--- src/rtl/collision_scanner.sv ---
// Sequential collision scanner: tests one target object per cycle against a
// latched projectile box and reports the lowest-index overlapping live object.
module collision_scanner #(
  parameter int N_OBJ   = 8,
  parameter int COORD_W = 10,
  parameter int SIZE_W  = 6,
  parameter int IDX_W   = 3
) (
  input  logic                       clk,
  input  logic                       rst,
  input  logic                       clk_collision,
  input  logic [N_OBJ*COORD_W-1:0]   obj_x,
  input  logic [N_OBJ*COORD_W-1:0]   obj_y,
  input  logic [SIZE_W-1:0]          obj_width,
  input  logic [SIZE_W-1:0]          obj_height,
  input  logic [N_OBJ-1:0]           obj_alive,
  input  logic [COORD_W-1:0]         proj_x,
  input  logic [COORD_W-1:0]         proj_y,
  input  logic [SIZE_W-1:0]          proj_width,
  input  logic [SIZE_W-1:0]          proj_height,
  input  logic                       proj_valid,
  output logic                       collision,
  output logic [IDX_W-1:0]           hit_index,
  output logic [N_OBJ-1:0]           kill_mask,
  output logic                       busy,
  output logic                       done
);

  typedef enum logic [1:0] {IDLE, SCAN, REPORT} state_t;

  state_t               state, state_next;
  logic [IDX_W-1:0]     idx;
  logic [COORD_W-1:0]   px_snap, py_snap;
  logic [SIZE_W-1:0]    pw_snap, ph_snap;
  logic [N_OBJ-1:0]     alive_snap;
  logic                 hit_flag;

  logic [COORD_W-1:0]   cur_x, cur_y;
  logic                 hit_now;
  logic                 last_idx;
  logic                 start;

  // Overlap ends are formed one bit wider so boxes near the coordinate limit never wrap.
  always_comb begin
    cur_x    = obj_x[int'(idx)*COORD_W +: COORD_W];
    cur_y    = obj_y[int'(idx)*COORD_W +: COORD_W];
    hit_now  = alive_snap[idx]
             && (obj_width != '0) && (obj_height != '0)
             && (pw_snap != '0) && (ph_snap != '0)
             && ((COORD_W+1)'(cur_x) < (COORD_W+1)'(px_snap) + (COORD_W+1)'(pw_snap))
             && ((COORD_W+1)'(px_snap) < (COORD_W+1)'(cur_x) + (COORD_W+1)'(obj_width))
             && ((COORD_W+1)'(cur_y) < (COORD_W+1)'(py_snap) + (COORD_W+1)'(ph_snap))
             && ((COORD_W+1)'(py_snap) < (COORD_W+1)'(cur_y) + (COORD_W+1)'(obj_height));
    last_idx = (idx == IDX_W'(N_OBJ-1));
    start    = clk_collision && proj_valid;
  end

  always_ff @(posedge clk) begin
    if (rst) state <= IDLE;
    else     state <= state_next;
  end

  always_comb begin
    state_next = state;
    busy       = 1'b0;
    done       = 1'b0;
    collision  = 1'b0;
    kill_mask  = '0;
    case (state)
      IDLE: begin
        if (start) state_next = SCAN;
      end
      SCAN: begin
        busy = 1'b1;
        if (hit_now || last_idx) state_next = REPORT;
      end
      REPORT: begin
        busy       = 1'b1;
        done       = 1'b1;
        collision  = hit_flag;
        if (hit_flag) kill_mask = N_OBJ'(1) << hit_index;
        state_next = IDLE;
      end
      default: state_next = IDLE;
    endcase
  end

  always_ff @(posedge clk) begin
    if (rst) begin
      idx        <= '0;
      px_snap    <= '0;
      py_snap    <= '0;
      pw_snap    <= '0;
      ph_snap    <= '0;
      alive_snap <= '0;
      hit_flag   <= 1'b0;
      hit_index  <= '0;
    end else begin
      case (state)
        IDLE: begin
          if (start) begin
            px_snap    <= proj_x;
            py_snap    <= proj_y;
            pw_snap    <= proj_width;
            ph_snap    <= proj_height;
            alive_snap <= obj_alive;
            idx        <= '0;
            hit_flag   <= 1'b0;
          end
        end
        SCAN: begin
          if (hit_now) begin
            hit_index <= idx;
            hit_flag  <= 1'b1;
          end else if (!last_idx) begin
            idx <= idx + 1'b1;
          end
        end
        default: ;
      endcase
    end
  end

endmodule

--- config.mk ---
export PLATFORM = sky130hd
export DESIGN_NAME = collision_scanner
export DESIGN_NICKNAME = d
export VERILOG_FILES = /design/src/rtl/collision_scanner.sv
export SDC_FILE = /design/constraint.sdc
export NUM_CORES = 1
export LEC_CHECK = 0
export CAP_MARGIN = 20
export CORE_UTILIZATION = 40
export CTS_BUF_LIST = sky130_fd_sc_hd__clkbuf_8
export DETAILED_ROUTE_END_ITERATION = 10
export PLACE_DENSITY = 0.8
export SYNTH_ARGS = -nofsm -noshare
export SYNTH_HDL_FRONTEND = slang
export SYNTH_SLANG_ARGS = --single-unit
export TNS_END_PERCENT = 10
--- constraint.sdc ---
create_clock -name clk -period 4.6 [get_ports clk]
set_input_delay 0.92 -clock clk [delete_from_list [all_inputs] [get_ports clk]]
set_output_delay 0.92 -clock clk [all_outputs]
set_load 0.01 [all_outputs]
==> results.tsv <==
metric	value	unit
mapped cell area	5250	sq um
crit path max fanout	8	
sequential element share of the synthesized area	18.7	%
arrival time worst endpoint	4860	ps
initial antenna violation count	0	
run status	finished with violations	
skew final	13.2	ps
Clock Sink Count	49	
crit path time final	4710	ps
endpoints failing hold	0	
Cell Count, Final, Fillers Out	998	
Distinct cells, synth	59	
worst r2r dst	idx[1]$_SDFFE_PP0P_	
FFs w/ async S/R, synth	0	%
first-pass GRT wire length	27600	um
Port Buffer Count	229	
Hold Path Class	reg -> reg	
r2r worst-path depth	19	
Syn Inst Count	564	
max_cap viols	0	
Final WS setup	-110	ps
core area	12700	sq um
vias	5481	
dpl cell area	7990	sq um
Clock Root Buffer	clkbuf_8	
CP Data Required Time	4750	ps
finished layout cell area	8270	sq um
crit path launch type	primary input	
area of the die	13600	sq um
Iter 0 DRT Violations	170	
worst setup path category	in -> reg	
Avg Inst Size Synth	9.31	sq um
syn_nets	849	
crit path capture type	flip-flop	
diode count	0	
Bufs on Longest Clock Path	2	
Final TNS setup	-798	ps
Final period util	102	%
P_leak	3.25	nW
worst-margin pin slew	1050	ps
synth cell count leaders	nand2_1, a21oi_1, ha_1, dfxtp_1, mux4_2	
reg2reg start	idx[0]$_SDFFE_PP0P_	
PwrDens	166	nW/um^2
CTS tree	yes	
drt pass-1 iters	4	
Clock power frac	18.9	%
Post-synth EDFFs	0	
leading post-synthesis cells by cell area	dfxtp_1, mux4_2, ha_1, nand2_1, a21oi_1	
worst slack, placed	-814	ps
most frequent cell after synthesis	nand2_1	
vias in the first global route	5819	
combinational share of power	47.5	%
post-DR wirelength/cell	18.0	um
Detail Route Antenna Nets	0	
htree depth	2	
post-DR vias/cell	5.49	
All-Layer GR Usage	26.2	%
DP HPWL	14700	um
Synth top area share	18.7	%
Slew Limit Fails	0	
final setup fails	9	
ys flop type	dfxtp_1	
Hold WS	469	ps
register share of total power	33.6	%
Hold Path Depth	2	
Reg2Reg Setup Slack	-60	ps
CTS buffer count	5	
Clock transition at path regs	100	ps
unrepaired setup endpoints after global routing	yes	
initial core utilization	41.3	%
switching part of the total	31.5	%
placed cells	978	
DRC violations left	0	
violated checks	negative setup slack	
# IOs	230	
relative slew slack	29.7	%
biggest area consumer among synthesized cells	dfxtp_1	
Max Fclk	0.212	GHz
internal cell power	942	uW
Routed Wire Length	18000	um
Tot Pwr	1.37	mW
Synth Register Bits	49	
Rows	41	
clk_lat worst skew	310	ps
proportion of layout cells with a drive suffix above 1	23.6	%
Hold Crit Endpoint	alive_snap[1]$_SDFFE_PP0P_	
worst-case vdd ir drop	0.000103	V
largest net degree at the start of global routing	51	
nets	1110	
Congestion Overflow GR	0	
Final Wtd Congestion	0.905	
Sw Pwr	433	uW
final core occ	65.0	%
Synth Warn #	0	
die width	117	um
Worst Hold Launch	alive_snap[1]$_SDFFE_PP0P_	
Die H	117	um
Layout area overhead	57.6	%
-- per-layer routing --
layer | share of wire [%] | vias up | global-route usage [%]
li1 | - | 2610 | -
met1 | 36 | 2610 | 26.0
met2 | 54 | 223 | 53.3
met3 | 6.5 | 38 | 4.20
met4 | 3.1 | 0 | 10.3
met5 | 0 | - | 0
-- how the worst max path moves through the flow --
stage          cells past startpoint  slack [ps]                        end  startpoint
2_1_floorplan                     18         -60      state[0]$_SDFFE_PP0P_   obj_x[30]
3_3_place_gp                      20        -700      state[1]$_SDFFE_PP0P_   obj_x[61]
3_5_place_dp                      20        -810      state[1]$_SDFFE_PP0P_   obj_x[61]
4_1_cts                           19        -110        idx[1]$_SDFFE_PP0P_   obj_x[30]
5_1_grt                           19        -350  hit_index[0]$_SDFFE_PP0P_   obj_y[33]
6_report                          19        -110        idx[1]$_SDFFE_PP0P_   obj_x[30]
-- power by group through the flow --
stage | Combinational (mW) | Sequential (mW) | Clock (mW)
CTS | 0.635 | 0.463 | 0.262
global placement | 0.594 | 0.471 | 0
detailed placement | 0.619 | 0.473 | 0
floorplan | 0.315 | 0.465 | 0
finish | 0.653 | 0.463 | 0.259
global route | 0.713 | 0.466 | 0.280
-- layout by cell type (no fill, tap or decap), types with 3 or more instances in the layout --
| cell type | Yosys | layout |
|---|---|---|
| dfxtp_1 | 49 | 47 |
| buf_2 | 3 | 5 |
| mux4_2 | 41 | 41 |
| clkbuf_2 | 0 | 16 |
| nor3_1 | 5 | 5 |
| a21oi_1 | 65 | 56 |
| clkinvlp_4 | 0 | 3 |
| nand3_1 | 12 | 11 |
| nand2_1 | 92 | 92 |
| buf_6 | 8 | 7 |
| clkdlybuf4s15_1 | 0 | 6 |
| nand4_1 | 4 | 4 |
| o21a_1 | 3 | 3 |
| ha_4 | 0 | 8 |
| mux2_4 | 1 | 7 |
| dlymetal6s2s_1 | 1 | 10 |
| a21bo_2 | 3 | 3 |
| a211oi_1 | 6 | 5 |
| o21ai_0 | 13 | 9 |
| inv_1 | 15 | 14 |
| a31oi_1 | 4 | 4 |
| nor2_1 | 25 | 24 |
| buf_12 | 0 | 4 |
| clkdlybuf4s50_1 | 0 | 185 |
| buf_4 | 4 | 50 |
| ha_1 | 65 | 57 |
| nor2b_1 | 8 | 8 |
| a21oi_2 | 0 | 9 |
| nor4_1 | 3 | 3 |
| xor2_1 | 10 | 10 |
| a21o_1 | 15 | 15 |
| o21bai_1 | 7 | 7 |
| nand2b_1 | 8 | 8 |
| clkbuf_8 | 0 | 5 |
| o21ai_2 | 1 | 3 |
| xnor2_1 | 19 | 19 |
| mux2_2 | 18 | 12 |
-- kinds of logic (layout without fill, tap and decap cells) --
logic type                 Yosys count  in the layout  share of synthesized area (%)
buffers and inverters               47            309                           5.10
DFF                                 49             49                           18.7
and+or+nand+nor                    172            172                           15.0
muxes                               63             63                           22.6
AOI/OAI and AO/OA                  135            135                           16.8
xor gates and xnor gates            29             29                           4.84
adders and majority gates           69             69                           17.0
-- area by class of cell --
class                           instances  area, sq um
Timing Repair Buffer                  285         2700
Clock buffer                            5         68.8
Fill cell                            1064         4450
Sequential cell                        49          983
Inverter                               16         60.1
Clock inverter                          3         22.5
Multi-Input combinational cell        468         4220
Tap cell                              172          215
-- worst max-delay path: stages --
cell and delay (ps):
buf_6 90, mux4_2 460, mux2_4 310, ha_4 170
fa_2 360, a21oi_2 150, nor2_1 70, o21a_1 240
o311ai_4 290, nor2b_1 90, xnor2_1 140, ha_1 310
a21o_1 200, a21oi_2 130, o21ai_2 90, a2111oi_4 440
buf_6 190, nand4b_1 120, a31oi_1 100
-- registers in the layout (all words and copies together) (netlist names) --
signal,cells
hit_flag,1
px_snap,10
pw_snap,6
state,2
hit_index,3
py_snap,10
ph_snap,6
idx,3
alive_snap,8
-- repair_timing --
| action | in CTS | in global routing |
|---|---|---|
| gates cloned | 1 | 0 |
| hold endpoints to repair | 0 | 0 |
| buffers inserted | 5 | 6 |
| pin swaps | 33 | 21 |
| hold buffers | 0 | 0 |
| setup endpoints to repair | 9 | 9 |
| gates resized for setup | 88 | 57 |
Power figures use the tool's default switching activity.
